[config.mk]
export PLATFORM = sky130hd
export DESIGN_NAME = keycode_event_queue_flat
export DESIGN_NICKNAME = d
export VERILOG_FILES = /design/src/rtl/keycode_event_queue_if.sv /design/src/rtl/keycode_event_queue.sv /design/src/flat_wrapper.sv
export SDC_FILE = /design/constraint.sdc
export NUM_CORES = 1
export LEC_CHECK = 0
export ABC_AREA = 1
export BUFFER_PORTS_ARGS = -buffer_cell sky130_fd_sc_hd__buf_4
export CAP_MARGIN = 20
export CORE_MARGIN = 3
export CORE_UTILIZATION = 50
export DETAILED_ROUTE_END_ITERATION = 8
export PLACE_DENSITY = 0.69
export SLEW_MARGIN = 25
export SYNTH_ARGS = -nofsm -noshare
export SYNTH_HDL_FRONTEND = slang
export SYNTH_SLANG_ARGS = --single-unit
export TNS_END_PERCENT = 5
[constraint.sdc]
create_clock -name clk_clk -period 4.12 [get_ports clk_clk]
set_clock_uncertainty 0.2 [all_clocks]
set_input_delay 0.618 -clock clk_clk [delete_from_list [all_inputs] [get_ports clk_clk]]
set_output_delay 0.618 -clock clk_clk [all_outputs]
set_load 0.02 [all_outputs]
[src/rtl/keycode_event_queue_if.sv]
// Event handshake bundle between keycode_event_queue and its consumer.
// Master drives the show-ahead head event; slave returns evt_ready.
interface keycode_event_queue_if;
    logic       evt_valid;
    logic       evt_ready;
    logic [7:0] evt_code;
    logic       evt_press;
    logic       evt_repeat;

    modport master (
        output evt_valid,
        output evt_code,
        output evt_press,
        output evt_repeat,
        input  evt_ready
    );

    modport slave (
        input  evt_valid,
        input  evt_code,
        input  evt_press,
        input  evt_repeat,
        output evt_ready
    );
endinterface

[src/rtl/keycode_event_queue.sv]
// Keycode edge detector feeding a show-ahead press/release event FIFO.
// Define KEYCODE_AUTOREPEAT_EN to build frame_tick driven auto-repeat.
module keycode_event_queue #(
    parameter int FIFO_DEPTH   = 4,
    parameter int REPEAT_DELAY = 30,
    parameter int REPEAT_RATE  = 6
) (
    input  logic                         clk_clk,
    input  logic                         reset_reset_n,
    input  logic [7:0]                   keycode,
    input  logic                         frame_tick,
    keycode_event_queue_if.master        evt,
    output logic [7:0]                   held_key,
    output logic                         overflow
);

    localparam int AW = $clog2(FIFO_DEPTH);
    localparam int CW = $clog2(FIFO_DEPTH + 1);

    typedef enum logic [1:0] {
        IDLE,
        REL,
        PRESS
    } state_t;

    typedef struct packed {
        logic       rpt;
        logic       press;
        logic [7:0] code;
    } evt_t;

    state_t        state_q, state_d;
    logic [7:0]    keycode_q;
    logic [7:0]    cur_key_q, cur_key_d;
    logic [7:0]    new_key_q, new_key_d;
    logic [AW-1:0] wr_ptr_q, rd_ptr_q;
    logic [CW-1:0] count_q;
    logic          overflow_q;
    evt_t          mem_q [FIFO_DEPTH];

    logic          push;
    evt_t          push_evt;
    logic          rpt_clr;
    logic          rpt_fire;
    logic          full;
    logic          valid;
    logic          pop;
    logic          do_push;
    logic          drop;
    evt_t          head;

    always_comb begin
        state_d   = state_q;
        cur_key_d = cur_key_q;
        new_key_d = new_key_q;
        push      = 1'b0;
        push_evt  = '0;
        rpt_clr   = 1'b0;
        unique case (state_q)
            IDLE: begin
                if (keycode_q != cur_key_q) begin
                    new_key_d = keycode_q;
                    state_d   = (cur_key_q != 8'd0) ? REL : PRESS;
                end else if (rpt_fire) begin
                    push     = 1'b1;
                    push_evt = '{rpt: 1'b1, press: 1'b1, code: cur_key_q};
                end
            end
            REL: begin
                push      = 1'b1;
                push_evt  = '{rpt: 1'b0, press: 1'b0, code: cur_key_q};
                cur_key_d = 8'd0;
                state_d   = (new_key_q != 8'd0) ? PRESS : IDLE;
            end
            PRESS: begin
                push      = 1'b1;
                push_evt  = '{rpt: 1'b0, press: 1'b1, code: new_key_q};
                cur_key_d = new_key_q;
                rpt_clr   = 1'b1;
                state_d   = IDLE;
            end
            default: state_d = IDLE;
        endcase
    end

    always_ff @(posedge clk_clk) begin
        if (!reset_reset_n) begin
            state_q   <= IDLE;
            keycode_q <= 8'd0;
            cur_key_q <= 8'd0;
            new_key_q <= 8'd0;
        end else begin
            state_q   <= state_d;
            keycode_q <= keycode;
            cur_key_q <= cur_key_d;
            new_key_q <= new_key_d;
        end
    end

`ifdef KEYCODE_AUTOREPEAT_EN
    localparam int RMAX = (REPEAT_DELAY > REPEAT_RATE) ? REPEAT_DELAY
                                                        : REPEAT_RATE;
    localparam int RW   = $clog2(RMAX + 1);

    logic [RW-1:0] rpt_cnt_q, rpt_cnt_d;
    logic [RW-1:0] rpt_nxt;
    logic [RW-1:0] rpt_lim;
    logic          rpt_first_q, rpt_first_d;
    logic          rpt_arm;

    // Counting only while the held key is stable in IDLE lets a change win.
    assign rpt_arm  = (state_q == IDLE) && (cur_key_q != 8'd0)
                   && (keycode_q == cur_key_q) && frame_tick;
    assign rpt_nxt  = rpt_cnt_q + RW'(1);
    assign rpt_lim  = rpt_first_q ? RW'(REPEAT_RATE) : RW'(REPEAT_DELAY);
    assign rpt_fire = rpt_arm && (rpt_nxt == rpt_lim);

    always_comb begin
        rpt_cnt_d   = rpt_cnt_q;
        rpt_first_d = rpt_first_q;
        if (rpt_clr) begin
            rpt_cnt_d   = '0;
            rpt_first_d = 1'b0;
        end else if (rpt_fire) begin
            rpt_cnt_d   = '0;
            rpt_first_d = 1'b1;
        end else if (rpt_arm) begin
            rpt_cnt_d   = rpt_nxt;
        end
    end

    always_ff @(posedge clk_clk) begin
        if (!reset_reset_n) begin
            rpt_cnt_q   <= '0;
            rpt_first_q <= 1'b0;
        end else begin
            rpt_cnt_q   <= rpt_cnt_d;
            rpt_first_q <= rpt_first_d;
        end
    end

    assign evt.evt_repeat = valid & head.rpt;
`else
    logic unused_rpt;

    assign rpt_fire       = 1'b0;
    assign unused_rpt     = head.rpt ^ rpt_clr ^ frame_tick;
    assign evt.evt_repeat = 1'b0;
`endif

    assign full    = (count_q == CW'(FIFO_DEPTH));
    assign valid   = (count_q != '0);
    assign pop     = valid & evt.evt_ready;
    assign do_push = push & (~full | pop);
    assign drop    = push & full & ~pop;
    assign head    = mem_q[rd_ptr_q];

    always_ff @(posedge clk_clk) begin
        if (do_push) begin
            mem_q[wr_ptr_q] <= push_evt;
        end
    end

    // Pointers are AW bits wide, so the power-of-two depth wraps for free.
    always_ff @(posedge clk_clk) begin
        if (!reset_reset_n) begin
            wr_ptr_q   <= '0;
            rd_ptr_q   <= '0;
            count_q    <= '0;
            overflow_q <= 1'b0;
        end else begin
            if (do_push) begin
                wr_ptr_q <= wr_ptr_q + AW'(1);
            end
            if (pop) begin
                rd_ptr_q <= rd_ptr_q + AW'(1);
            end
            if (do_push && !pop) begin
                count_q <= count_q + CW'(1);
            end else if (pop && !do_push) begin
                count_q <= count_q - CW'(1);
            end
            overflow_q <= overflow_q | drop;
        end
    end

    assign evt.evt_valid = valid;
    assign evt.evt_code  = valid ? head.code : 8'd0;
    assign evt.evt_press = valid & head.press;
    assign held_key      = cur_key_q;
    assign overflow      = overflow_q;

endmodule

[src/flat_wrapper.sv]
// flat-port wrapper written by rule: the top's interface ports become plain ports
module keycode_event_queue_flat 
#(
    parameter int FIFO_DEPTH   = 4,
    parameter int REPEAT_DELAY = 30,
    parameter int REPEAT_RATE  = 6
)
  (clk_clk, reset_reset_n, keycode, frame_tick, held_key, overflow, evt_evt_valid, evt_evt_code, evt_evt_press, evt_evt_repeat, evt_evt_ready);
  keycode_event_queue_if evt_i ();
  input  logic clk_clk;
  input  logic reset_reset_n;
  input  logic [7:0] keycode;
  input  logic frame_tick;
  output logic [7:0] held_key;
  output logic overflow;
  output wire logic [$bits(evt_i.evt_valid)-1:0] evt_evt_valid;
  output wire logic [$bits(evt_i.evt_code)-1:0] evt_evt_code;
  output wire logic [$bits(evt_i.evt_press)-1:0] evt_evt_press;
  output wire logic [$bits(evt_i.evt_repeat)-1:0] evt_evt_repeat;
  input wire logic [$bits(evt_i.evt_ready)-1:0] evt_evt_ready;
  assign evt_evt_valid = evt_i.evt_valid;
  assign evt_evt_code = evt_i.evt_code;
  assign evt_evt_press = evt_i.evt_press;
  assign evt_evt_repeat = evt_i.evt_repeat;
  assign evt_i.evt_ready = evt_evt_ready;
  keycode_event_queue #(.FIFO_DEPTH(FIFO_DEPTH), .REPEAT_DELAY(REPEAT_DELAY), .REPEAT_RATE(REPEAT_RATE)) u_core (.clk_clk(clk_clk), .reset_reset_n(reset_reset_n), .keycode(keycode), .frame_tick(frame_tick), .evt(evt_i), .held_key(held_key), .overflow(overflow));
endmodule
Word level (Yosys, flattened, before mapping)
Memories as Yosys holds them, arrays and structs flattened. A register that Yosys moved wholly into a read port is not among the register bits. Cells that the tools add are included.

Flip-flop bits (word level): 34. Memory bits (writable): 36. Input port bits: 12. Output and inout bits: 20. Word-level logic and storage cells: 53. Memories: 1.

Memory list: u_core.mem_q (words 4, width 9, rd ports 1, clocked after memory_dff 1, wr ports 1, line keycode_event_queue.sv:39) `evt_t mem_q [FIFO_DEPTH];`.

$add $sub $neg: 4. Equality and inequality tests: 5. Mux-type cells: 14. Bitwise operators: 9. Reductions and logical operators: 12.

Operators by type and width (count): 9-bit case mux with 2 select lines (1); 8-bit case mux with 2 select lines (1); 8-bit nonzero test (2); 2-bit 2-to-1 mux (5); 8-bit 2-to-1 mux (1); 8-bit inequality test (1); 3-bit 2-to-1 mux (2); 1-bit bitwise AND (5); 2-bit by 1-bit adder with 2-bit output, second input constant (2); 2-bit case mux with 2 select lines (1); 2-bit nonzero test (2); 3-bit by 1-bit adder with 3-bit output, second input constant (1); 3-bit == test, second input constant (1); 1-bit 2-to-1 mux (3); 3-bit nonzero test (1); 3-bit by 1-bit subtractor with 3-bit output, second input constant (1); 2-bit by 1-bit == test with 1-bit output, second input constant (1); 2-bit == test, second input constant (1); 1-bit logical AND (2); 1-bit zero test (2); 2-bit zero test (1); 2-bit by 1-bit inequality test with 1-bit output, second input constant (1); 1-bit inverter (2); 1-bit bitwise OR (2); other kinds (2) (2).

Depth between registers and ports, before layout
Depth in word-level cells: 8. Depth in mapped cells: 12. Mapped depth without buffers: 12.

Worst setup path before layout
No wires, ideal clock.

Kind: in2reg. Start: input evt_evt_ready. End: register u_core.count_q[1]. Setup time: 0.120 ns. Arrival: 1.841 ns. Data required time: 3.800 ns. Slack: 1.958 ns. Stages: 9. Path through: inv_1 -> nand3_1 -> nand2_1 -> inv_1 -> ha_1 -> inv_1 -> fa_1 -> o21ai_0 -> a21oi_1.

Word-level cells in the longest chain between the ends: 6.

RTL lines: start: declaration (line flat_wrapper.sv:20) `input wire logic [$bits(evt_i.evt_ready)-1:0] evt_evt_ready;`; 1-bit bitwise AND (*) (line keycode_event_queue.sv:153) `assign pop = valid & evt.evt_ready;`; 1-bit bitwise OR (*) (line keycode_event_queue.sv:154) `assign do_push = push & (~full | pop);`; 1-bit bitwise AND (*) (line keycode_event_queue.sv:154); named net u_core.do_push (line keycode_event_queue.sv:48) `logic do_push;`; 1-bit zero test (line keycode_event_queue.sv:180) `end else if (pop && !do_push) begin`; 1-bit logical AND (line keycode_event_queue.sv:180); 2-bit nonzero test (no source line); end signal: assignment (line keycode_event_queue.sv:179) `count_q <= count_q + CW'(1);`; end signal: assignment (line keycode_event_queue.sv:181) `count_q <= count_q - CW'(1);`; end: declaration (line keycode_event_queue.sv:37) `logic [CW-1:0] count_q;`.

Mark *: on every way through the listed nets, which the timed path passes. The rest lies on a longest branch. A chain may end at the register's enable or synchronous reset.

==> impl_results.md <==
* DRT Wirelength at between 5000 and 6000 um
* Slew headroom at between 40% and 50%
* CP arrival at 2060 ps
* CP Launch Type: flip-flop
* Final number of hold-violating endpoints at 0
* Finish-stage setup viols at 0
* PostCTS Resize Cnt at 0
* Via-to-Cell Ratio at 4.92
* Mapped Area at 3130 um2
* IO buf count at 29
* DP HPWL at 3960 um
* Root Buffer: clkbuf_8
* Max-cap violations at 0
* Vias in the first global route at 2,188
* Antenna diodes at 0
* Cell count after synthesis at approximately 360
* Top cell type's share of synthesized area at 34.5%
* WP data required at 3300 ps
* Yosys warns at 0
* Largest net degree at the start of global routing at 26
* WHS at roughly 240 ps
* Max IR drop VDD at 0.343 mV
* Total Routing Usage GR at between 15 and 20%
* Asr flop ratio synth at 0%
* CTS Buf Count at 9
* Dominant synthesized flop cell: edfxtp_1
* Crit share post-route at 69.7%
* DRT iter0 DRCs at 65
* Worst slew pin tran at 887 ps
* CP max FO at 19
* Post-route cell area at 3590 um2
* Post-synthesis area per instance at 8.83 um2
* Initial antenna violation count at 0
* Top-count cell post-synth: nor2_1
* First-pass GRT wire length at 10,100 um
* Worst hold path class: in -> reg
* RSZ-0062 raised after global routing: false
* Initial Util at between 50% and 60%
* Min Clock Period, post-route at 2870 ps
* Synth top cells by count: 64 x nor2_1, 62 x nand2_1, 41 x inv_1, 36 x dfxtp_1, 36 x edfxtp_1
* Leakage at 1.53 nW
* Number of synthesized register bits at between 70 and 80
* Cts hold-fix bufs at 0
* Num Clock Sinks at 72
* Die Span X at between 80 and 90 um
* Post-CTS setup repair buffer count at 0
* DR vias at around 2,300
* Routed Antenna Nets at 0
* DRC Markers at 0
* Fraction of layout cells with a size suffix above 1 at a little over an eighth
* Global placer's final weighted congestion at 0.808
* Worst-skew pair later-pin latency at between 300 and 400 ps
* Power density cells at 681 nW/um2
* Setup TNS at 0 ps
* DP Cell Count at roughly 450
* Outcome: finished, final reports clean
* Grt ovf at 0
* First-pass iteration count of the detailed router at 4
* Syn Nets at 377
* Core Region at 5990 um2
* Die H at 85.2 um
* Die area at between 7000 and 8000 um2
* Tot Pwr at approximately 2.4 mW
* F_max at about 350 MHz
* Post-synth cell types at 26
* Critical path class: reg -> out
* Clk slew on worst S/H paths at 80 ps
* Rows at 28
* Non-filler instance count after layout at ~470
* CTS tree: built
* Num ports at 32
* Final net count at 407
* Clk buf depth at 2
* Ranking of synthesized cells by area: edfxtp_1 35%, dfxtp_1 23%, nor2_1 7.7%
* Crit end category: primary output
* Sequential share of the synthesized area at 57.5%
* Yosys top cell by area: edfxtp_1
* Routed WL per cell at 12.7 um
* Post-synth EDFFs at 36
* Pins over their slew limit at 0
* DP Area at around 3400 um2
* Synth-to-layout area growth at 14.5%
* H-tree levels at 3
-- where the power goes --
part / internal (mW) / switching (mW)
Combinational: 0.310 / 0.543
Clock: 0.286 / 0.280
Sequential: 0.927 / 0.0963
Total: 1.52 / 0.919
-- registers in the layout (all words and copies together), names as in the netlist, named ones only --
register and cells:
u_core.rd_ptr_q 2, u_core.count_q 3, u_core.new_key_q 8, u_core.mem_q 36, u_core.keycode_q 8, u_core.wr_ptr_q 2, u_core.held_key 8, u_core.state_q 2
u_core.overflow 1
-- final timing paths --
| check | start | to | slack (ps) | cells past startpoint |
|---|---|---|---|---|
| setup / recovery | flip-flop | evt_evt_code[7] | 1250 | 4 |
| hold / removal | keycode[5] | u_core.keycode_q[5] | 240 | 3 |
| setup reg to reg | u_core.state_q[0] | u_core.count_q[2] | 1790 | 12 |
| hold reg to reg | u_core.rd_ptr_q[1] | u_core.rd_ptr_q[1] | 270 | 2 |
-- cells by family after synthesis --
| kind of cell | after synthesis | synth area share, % |
|---|---|---|
| fa+ha+maj | 10 | 4.23 |
| simple gates | 144 | 18.5 |
| buf+inv | 57 | 7.67 |
| other cells | 1 | 0.120 |
| compound gates | 67 | 10.9 |
| xor+xnor | 4 | 1.12 |
| flops | 72 | 57.5 |
-- layer usage --
layer  global-route usage, %  vias to the layer above  share of wire (%)
li1                        -                     1203                  -
met1                    22.1                     1029                 45
met2                    30.2                       45                 48
met3                    3.88                       10                5.1
met4                    9.35                        0                1.7
met5                       0                        -                  0
-- worst max-delay path, cell delays in order (launching register included) --
cell and delay (ps):
dfxtp_1 730, inv_1 410, o21ai_0 290, a21oi_1 110
buf_4 170
-- placed cells by master (no fill, tap or decap), drive strengths merged, types with 3 or more instances in the layout --
cell and n:
ha 9, a21oi 33, clkbuf 9, edfxtp 36
o21ai 32, inv 45, nor2 66, nand3 11
dfxtp 36, nand2 63, xnor2 3, clkinv 6
buf 30
-- area by class of cell --
type	instances	area [um2]
inverters	46	173
repair buffers	30	225
multi-input cells	226	1090
clock inverters	7	80.1
clock buffers	9	124
fillers	548	2400
flip-flops and latches	72	1800
well taps	75	93.8
-- through the flow --
stage               util [%]  setup slack (ps)
floorplan                  -              1960
global placement        56.5              1670
detailed placement      56.5              1640
CTS                     59.9              1250
global route            59.9               996
finish                  59.9              1250
Power figures use the tool's default switching activity.
